File: src/rtl/microcode_sequencer.sv
// Microcode sequencer: walks an {opcode, micro-op count} ROM address, stalls on
// unfinished MMU accesses, loads new opcodes and traps counter overflow.
module microcode_sequencer #(
  parameter int unsigned OPCODE_W = 6,
  parameter int unsigned COUNT_W  = 5
) (
  input  logic                         CLK,
  input  logic                         RST,
  output logic [OPCODE_W+COUNT_W-1:0]  ADDR,
  input  logic [31:0]                  UCODE,
  input  logic [OPCODE_W-1:0]          OPWORD_OPCODE,
  input  logic [OPCODE_W-1:0]          BUS_OPCODE,
  input  logic                         MMU_READY,
  output logic [OPCODE_W-1:0]          OPCODE,
  output logic [COUNT_W-1:0]           MICROOP_COUNT,
  output logic                         IN_EN,
  output logic                         STALL,
  output logic                         INSTR_START,
  output logic                         FAULT
);

  localparam logic [2:0] IN_OPCODE = 3'd6;
  localparam logic [2:0] IN_MMU    = 3'd4;
  localparam logic [3:0] OUT_MMU   = 4'd4;
  localparam logic [COUNT_W-1:0] COUNT_MAX = '1;

  typedef enum logic {RUN, FAULTED} state_t;

  state_t               state, state_nxt;
  logic [OPCODE_W-1:0]  opcode_q, opcode_nxt;
  logic [COUNT_W-1:0]   count_q, count_nxt;

  logic [2:0] in_plane;
  logic [3:0] out_plane;
  logic       misc;
  logic       opcode_sel;
  logic       mem_access;
  logic       unused_ucode;

  assign in_plane     = UCODE[14:12];
  assign out_plane    = UCODE[11:8];
  assign misc         = UCODE[15];
  assign opcode_sel   = UCODE[22];
  assign mem_access   = (in_plane == IN_MMU) || (out_plane == OUT_MMU);
  assign unused_ucode = ^{UCODE[31:23], UCODE[21:16], UCODE[7:0]};

  assign ADDR          = {opcode_q, count_q};
  assign OPCODE        = opcode_q;
  assign MICROOP_COUNT = count_q;
  assign FAULT         = (state == FAULTED);

  // State and sequencing registers; reset wins over any completion or stall.
  always_ff @(posedge CLK) begin
    if (RST) begin
      state    <= RUN;
      opcode_q <= '0;
      count_q  <= '0;
    end else begin
      state    <= state_nxt;
      opcode_q <= opcode_nxt;
      count_q  <= count_nxt;
    end
  end

  // Next-state and per-cycle strobes for the micro-op currently addressed.
  always_comb begin
    state_nxt   = state;
    opcode_nxt  = opcode_q;
    count_nxt   = count_q;
    IN_EN       = 1'b0;
    STALL       = 1'b0;
    INSTR_START = 1'b0;
    if (!RST) begin
      case (state)
        RUN: begin
          if (mem_access && !MMU_READY) begin
            STALL = 1'b1;
          end else begin
            IN_EN = (in_plane != 3'd0);
            // Overflow traps instead of wrapping; the pending opcode load is dropped.
            if (!misc && (count_q == COUNT_MAX)) begin
              state_nxt = FAULTED;
            end else begin
              count_nxt = misc ? '0 : count_q + COUNT_W'(1);
              if (in_plane == IN_OPCODE) begin
                opcode_nxt  = opcode_sel ? BUS_OPCODE : OPWORD_OPCODE;
                INSTR_START = !opcode_sel;
              end
            end
          end
        end
        FAULTED: begin
          state_nxt = FAULTED;
        end
        default: begin
          state_nxt = RUN;
        end
      endcase
    end
  end

endmodule

File: config.mk
export PLATFORM = sky130hd
export DESIGN_NAME = microcode_sequencer
export DESIGN_NICKNAME = d
export VERILOG_FILES = /design/src/rtl/microcode_sequencer.sv
export SDC_FILE = /design/constraint.sdc
export NUM_CORES = 1
export LEC_CHECK = 0
export CAP_MARGIN = 40
export CORE_MARGIN = 4
export CORE_UTILIZATION = 53
export DETAILED_ROUTE_END_ITERATION = 8
export DONT_BUFFER_PORTS = 1
export GPL_ROUTABILITY_DRIVEN = 0
export GPL_TIMING_DRIVEN = 0
export PLACE_DENSITY = 0.78
export SLEW_MARGIN = 20
export SYNTH_ARGS = -nofsm -noshare
export SYNTH_HDL_FRONTEND = slang
export SYNTH_SLANG_ARGS = --single-unit
File: constraint.sdc
create_clock -name CLK -period 2 [get_ports CLK]
set_input_delay 0.1 -clock CLK [delete_from_list [all_inputs] [get_ports CLK]]
set_output_delay 0.1 -clock CLK [all_outputs]
set_load 0.05 [all_outputs]
======== Word-level counts from Yosys, hierarchy flattened ========
Index checks and enable logic that the tools add are counted.
word-level totals
  flip-flop bits (word level) ............. 12
cells by class
  $add $sub $neg .......................... 1
  equality and inequality tests ........... 4
  multiplexer cells ....................... 16
  bitwise operators ....................... 3
  reductions and logical operators ........ 9
operator list
  cell                                                             count
  1-bit two-way mux                                                13
  3-bit == test, second input constant                             2
  6-bit two-way mux                                                1
  5-bit by 1-bit adder with 5-bit output, second input constant    1
  5-bit == test, second input constant                             1
  5-bit two-way mux                                                1
  4-bit by 3-bit == test with 1-bit output, second input constant  1
  4-bit AND reduction                                              1
  1-bit zero test                                                  3
  1-bit NOT                                                        3
  3-bit AND reduction                                              1
  3-bit nonzero test                                               1
  1-bit logical AND                                                2
  1-bit case mux with 2 select lines                               1
  1-bit logical OR                                                 1

======== Logic depth before layout (Yosys ltp) ========
Gate-level depths: netlist of run 1.
  word-level depth ........................ 6
  mapped depth ............................ 8
  mapped depth without buffers ............ 7

======== Least setup slack after synthesis of run 1 ========
OpenSTA, ideal clock, no wires.
  kind .................................... reg2out
  from .................................... register count_q[0] (netlist: MICROOP_COUNT[0])
  to ...................................... output INSTR_START
  arrival ................................. 2884 ps
  data required time ...................... 1900 ps
  path slack .............................. -984 ps
  cell stages (with the launch flop) ...... 9
  buffers on the path ..................... 1
  path through ............................ dfxtp_1 > ha_1 > and3_1 > ha_1 > nor2b_1 > and4bb_2 > buf_6 > nand2_1 > nor3_1
on the way
  word-level cells in the longest chain between the ends .. 6
ends and longest elaborated chain
  what                    RTL line  source
  start, declared         31        logic [COUNT_W-1:0] count_q, count_nxt;
  start signal, assigned  61        count_q <= count_nxt;
  5-bit == test           81        if (!misc && (count_q == COUNT_MAX)) begin
  1-bit logical AND       81
  1-bit two-way mux       81
  1-bit two-way mux       76        if (mem_access && !MMU_READY) begin
  1-bit two-way mux       74        case (state)
  1-bit two-way mux       73        if (!RST) begin
  end, declared           18        output logic INSTR_START,
No other way between the ends.

======== Worst setup path after layout of run 1 ========
Same ends and word-level chain as after synthesis.

==> results.tsv, run 1 <==
metric	value	unit
status	complete, but fails checks	
failing checks	negative setup slack	
setup TNS	-0.402	ns
DRT iter0 DRCs	6	
NumNets Final	146	
DP HPWL	1.34	mm
Yosys top cell by area	dfxtp_1	
core footprint	1330	um2
placed instance area	861	um2
antenna violations before repair	0	
Avg Cell Area, Syn	8.93	um2
Initial Util	0.576	
post-synthesis compound-gate area fraction	0.228	
number of iterations in the first detailed-routing pass	4	
ANT nets after route	0	
hold slack	0.00439	ns
GR Util met3	0.0625	
fin crit share	1.17	
full die area	2120	um2
IO buf count	0	
critical path class	flop to output port	
Max stage delay on crit path	0.43	ns
ys async rst share	0	
Most Frequent Cell on Critical Path	ha_4	
fmax	427	MHz
# IOs	73	
Die Ht	46.1	um
XOR/XNOR Fraction of Synth Area	0	
min Tclk post-route	2.34	ns
Netlist Area Pre-Place	768	um2
FF+latch count, synth	12	
Layout Skew	0.00644	ns
syn nets	135	
CTS tree	built	
Antenna diodes	0	
Design Area, Final	943	um2
clock sinks	12	
DRC violation count after routing	0	
Critical Path End Type	output port	
Final Setup Violations	3	
TritonCTS buffer count	3	
largest net degree at the start of global routing	11	
cell chain of the critical path	ha_4 -> and3_4 -> ha_4 -> nor2b_4 -> and4bb_2 -> buf_6 -> nand2_4 -> nor3_4	
Max Slew Vio Count	0	
RSZ-0062 raised after global routing	true	
Required @ worst endpoint	1.90	ns
vias in the first global route	685	
Clk Latency, worst-skew pair	0.28	ns
met2 Use GR	0.302	
cell count after placement	101	
Critical Path Start Type	flop	
Crit path max-delay family	simple AND/OR/NAND/NOR gates	
drt wl/cell	15.8	um
die width	46.1	um
Synth warnings	0	
multiplexer share of the synthesized area	0.0782	
Overall Global Routing Usage	0.180	
critical path arrival	2.24	ns
Core Rows	13	
vias per cell	6.33	
Max Cap Viol	0	
post-synthesis instance total	86	
peak supply drop	0.366	mV
final WL	1.75	mm
Worst-Margin Slew	0.827	ns
CTS clk-pin slew, worst paths	0.08	ns
P&R area growth vs syn	22.8	%
Synth area leaders	dfxtp_1 31%, buf_4 11%, a21oi_1 7.8%	
vias	703	
Yosys cell types	30	
crit path max fanout	6	
ys flop type	dfxtp_1	
htree depth	1	
Place WS	-0.197	ns
adder-cell share of the synthesized area	0.0326	
area share of the largest cell type after synthesis	0.313	
Post-synth EDFFs	0	
met1 Track Usage GR	0.205	
Fillers	120	
CTS root buf	clkbuf_4	
fin worst setup slack	-0.340	ns
non-filler instance count after layout	111	
final hold violation count	0	
GR peak layer	met2	
sequential fraction of the synthesis area	0.313	
relative slew slack	0.446	
slowest CP cell	dfxtp_4	
grt total ovfl	0	
Critical path buffers and inverters	1	
share of cells above drive strength 1	0.385	
Leakage	0.359	nW
HP Class	primary input to flop	
largest family of logic cells by synthesized area	compound AO/OA/AOI/OAI gates	
pwr dens	595	nW/um2
global-route wire length before repair	2.75	mm
clk buf depth	2	
Simple-Gate Fraction of Synth Area	0.200	
-- area by class of cell --
cell class | count | area [um2] | share of cell area
Timing Repair Buffer | 6 | 47.5 | 0.0504
Sequential cell | 12 | 250 | 0.265
Clock buffer | 4 | 26.3 | 0.0279
Buffer | 15 | 106 | 0.113
Inverter | 2 | 7.51 | 0.00796
Tap cell | 15 | 18.8 | 0.0199
Multi-Input combinational cell | 57 | 487 | 0.516
-- cell usage in the layout, fill, tap and decap left out, types with 2 or more instances in the layout --
| master | netlist | routed |
|---|---|---|
| a21oi_1 | 12 | 12 |
| a311oi_1 | 6 | 6 |
| buf_4 | 11 | 16 |
| clkbuf_1 | 1 | 2 |
| clkbuf_4 | 0 | 3 |
| dfxtp_1 | 12 | 8 |
| dfxtp_2 | 0 | 2 |
| dfxtp_4 | 0 | 2 |
| ha_4 | 0 | 2 |
| inv_1 | 2 | 2 |
| mux2i_1 | 6 | 6 |
| nand3_1 | 2 | 2 |
| nor2_1 | 2 | 2 |
| nor2b_1 | 3 | 2 |
| nor3_4 | 0 | 2 |
| nor3b_1 | 2 | 2 |
| o21ai_0 | 4 | 4 |
| or4b_4 | 2 | 2 |
-- cells by family after synthesis --
| group | count (synthesis) |
|---|---|
| AND/OR/NAND/NOR | 22 |
| adder cells (fa/ha/maj) | 2 |
| buffers and inverters | 17 |
| flip-flops | 12 |
| AO/OA/AOI/OAI | 27 |
| multiplexers | 6 |
-- registers in the layout, summed over array words and instances (netlist names) --
name	flops
OPCODE	6
MICROOP_COUNT	5
FAULT	1
-- metal layers --
metal / up-vias / share of wire
met5: - / 0
met4: 0 / 0.014
met3: 4 / 0.11
met2: 44 / 0.48
met1: 316 / 0.39
li1: 339 / -
-- worst paths after layout --
check | endpoint | slack [ns] | cells after the start | start
max reg2reg | OPCODE[5]$_SDFFE_PP0P_ | -0.06 | 9 | MICROOP_COUNT[0]$_SDFFE_PP0P_
min reg2reg | MICROOP_COUNT[0]$_SDFFE_PP0P_ | 0.61 | 2 | MICROOP_COUNT[0]$_SDFFE_PP0P_
min | MICROOP_COUNT[3]$_SDFFE_PP0P_ | 0.004 | 2 | UCODE[15]
max | INSTR_START | -0.34 | 8 | MICROOP_COUNT[0]$_SDFFE_PP0P_
-- cells in the mapped netlist, types with 2 or more instances --
library cell	instances
ha_1	2
nor2_1	2
nor3b_1	2
inv_1	2
nand3_1	2
o21ai_0	4
nor2b_1	3
a311oi_1	6
or4b_4	2
a21oi_1	12
nor3_1	4
mux2i_1	6
dfxtp_1	12
buf_4	11
-- power by group --
part	switching (mW)	internal [mW]	leakage, nW	total [mW]
clock	0.0849	0.0773	0.0150	0.162
sequential	0.0395	0.246	0.100	0.286
combinational	0.0729	0.0405	0.244	0.113
total	0.197	0.364	0.359	0.561
-- repair_timing --
action                     CTS  global route
buffers inserted             4             1
gates resized for setup      2             1
setup endpoints to repair    7             8
hold endpoints to repair     5             0
hold buffers                 1             0
pin swaps                    6             1
-- metrics by stage --
| step | utilization | power [mW] |
|---|---|---|
| after floorplan | - | 0.386 |
| after global placement | 0.638 | 0.395 |
| after detailed placement | 0.645 | 0.398 |
| after CTS | 0.697 | 0.559 |
| after global routing | 0.707 | 0.583 |
| final | 0.707 | 0.561 |
Note: power is estimated with default switching activity, not from simulation.
==> run 2: changes to the inputs <==
Settings changed: GPL_ROUTABILITY_DRIVEN 0 to default, REMOVE_ABC_BUFFERS from default to 1.
==> run 2 against run 1 <==
The flow still finishes with violations (negative setup slack); final area grew 3.2%; hold slack better by 0.014 ns; critical endpoint unchanged; global-route usage up 1.7 points; combinational power fell by 4%.
==> results.tsv, run 2 (same netlist as run 1, synthesis figures left out) <==
metric	value	unit	change
final hold violation count	0		unchanged
Critical Path Start Type	flop		
share of cells above drive strength 1	0.402		+0.0168
fin crit share	1.12		-0.0522
HP Class	primary input to flop		
Clk Latency, worst-skew pair	0.27	ns	about the same
vias in the first global route	729		+6.4%
critical path arrival	2.14	ns	-0.10 ns
critical path class	flop to output port		
Final Setup Violations	1		-2
final WL	1.94	mm	+10%
DRT iter0 DRCs	10		+4
Max Cap Viol	0		unchanged
cell chain of the critical path	ha_4 -> and3_4 -> ha_4 -> nor2b_4 -> and4bb_4 -> nand2_2 -> nor3_4		
Critical Path End Type	output port		
met2 routed WL	991	um	+17%
ANT nets after route	0		unchanged
storage element area	250	um2	unchanged
Critical path buffers and inverters	0		-1
multi-input logic area	489	um2	+0.51%
Die Ht	46.1	um	unchanged
CTS clk-pin slew, worst paths	0.07	ns	about the same
Crit path max-delay family	simple AND/OR/NAND/NOR gates		
Max stage delay on crit path	0.44	ns	about the same
vias	680		-3.3%
CTS root buf	clkbuf_4		
Most Frequent Cell on Critical Path	ha_4		
Max Slew Vio Count	0		unchanged
DP HPWL	1.37	mm	+2.1%
vias per cell	6.36		+0.34%
Largest register FFs	6		unchanged
min Tclk post-route	2.24	ns	-0.104 ns
Fillers	98		-18%
global-route wire length before repair	2.94	mm	+7.0%
IO buf count	0		unchanged
clock sinks	12		unchanged
clk buf depth	2		unchanged
RSZ-0062 raised after global routing	true		
Overall Global Routing Usage	0.197		+0.0169
largest net degree at the start of global routing	14		+3
Initial Util	0.576		unchanged
number of iterations in the first detailed-routing pass	4		unchanged
Core Rows	13		unchanged
htree depth	1		unchanged
relative slew slack	0.426		-0.0194
die width	46.1	um	unchanged
peak supply drop	0.376	mV	+2.5%
# IOs	73		unchanged
grt total ovfl	0		unchanged
core footprint	1330	um2	unchanged
P&R area growth vs syn	26.7	%	
CTS tree	built		
Antenna diodes	0		unchanged
Required @ worst endpoint	1.90	ns	about the same
WL met1	715	um	+4.8%
drt wl/cell	18.1	um	+15%
TritonCTS buffer count	3		unchanged
Place WS	-0.766	ns	-0.569 ns
status	complete, but fails checks		
slowest CP cell	nor3_4		
fmax	447	MHz	+4.7%
most frequent cells in the layout	11 x a21oi_1, 11 x buf_6, 8 x dfxtp_1, 6 x mux2i_1, 6 x a311oi_1		
crit path max fanout	5		-1
DR top layer	met4		
fin worst setup slack	-0.236	ns	+0.104 ns
full die area	2120	um2	unchanged
pwr dens	602	nW/um2	+1.2%
DRC violation count after routing	0		unchanged
Layout Skew	0.00673	ns	+0.000286 ns
Final Wtd Congestion	0.759		
NumNets Final	142		-2.7%
Final Total Pwr	0.586	mW	+4.4%
failing checks	negative setup slack		
Worst-Margin Slew	0.856	ns	+0.0289 ns
antenna violations before repair	0		unchanged
setup TNS	-0.236	ns	+0.167 ns
WL met3	183	um	-8.5%
Leakage	0.364	nW	+1.5%
[run 2: cell count changes in the layout (fill, tap and decap cells not counted), sizes merged]
| cell | delta |
|---|---|
| clkbuf | -1 |
| buf | -3 |
[run 2: cell type report]
type	instances	share of cell area
clock buffer	4	0.0373
inverter	2	0.00771
sequential	12	0.257
tap	15	0.0193
timing repair buffer	17	0.176
multi-input combinational	57	0.503
[run 2: stage by stage]
stage	cells	utilization	hold WS, ns	instance area [um2]
after floorplan	71	-	0.169	662
after global placement	86	0.510	0.173	681
after detailed placement	97	0.614	0.174	820
after CTS	107	0.725	0.00754	967
after global routing	107	0.730	0.0254	973
final	107	0.730	0.0188	973
[run 2: worst reg2reg max path, delay by kind of cell, from the launching register on]
family	cells	cell delay, ns
and+or+nand+nor	3	0.60
DFF	1	0.42
AOI/OAI and AO/OA	2	0.33
adders and majority gates	2	0.34
buffers and inverters	1	0.17
[run 2: report_power, final]
group	leakage [nW]	switching (mW)	total [mW]	internal [mW]
sequential	0.100	0.0418	0.288	0.246
combinational	0.243	0.0664	0.109	0.0430
clock	0.0210	0.0782	0.189	0.110
[run 2: layer usage]
layer	vias up	track usage
met2	42	0.346
li1	334	-
met3	6	0.0586
met5	-	0
met1	298	0.199
met4	0	0.125
[run 2: worst paths after layout]
check | slack [ns] | to | depth (start not counted) | startpoint
worst min-delay path | 0.02 | MICROOP_COUNT[3]$_SDFFE_PP0P_ | 2 | UCODE[15]
worst max-delay path | -0.24 | INSTR_START | 7 | MICROOP_COUNT[1]$_SDFFE_PP0P_
worst max register to register | 0.03 | OPCODE[0]$_SDFFE_PP0P_ | 8 | MICROOP_COUNT[1]$_SDFFE_PP0P_
worst min register to register | 0.61 | MICROOP_COUNT[0]$_SDFFE_PP0P_ | 2 | MICROOP_COUNT[0]$_SDFFE_PP0P_
[run 2: what timing repair did]
item / CTS / global route
pin swaps: 3 / 6
resized for setup: 17 / 1
hold buffers: 1 / 0
endpoints found under the setup margin: 11 / 8
setup buffers: 5 / 0
cloned: 0 / 0
endpoints found under the hold margin: 12 / 0
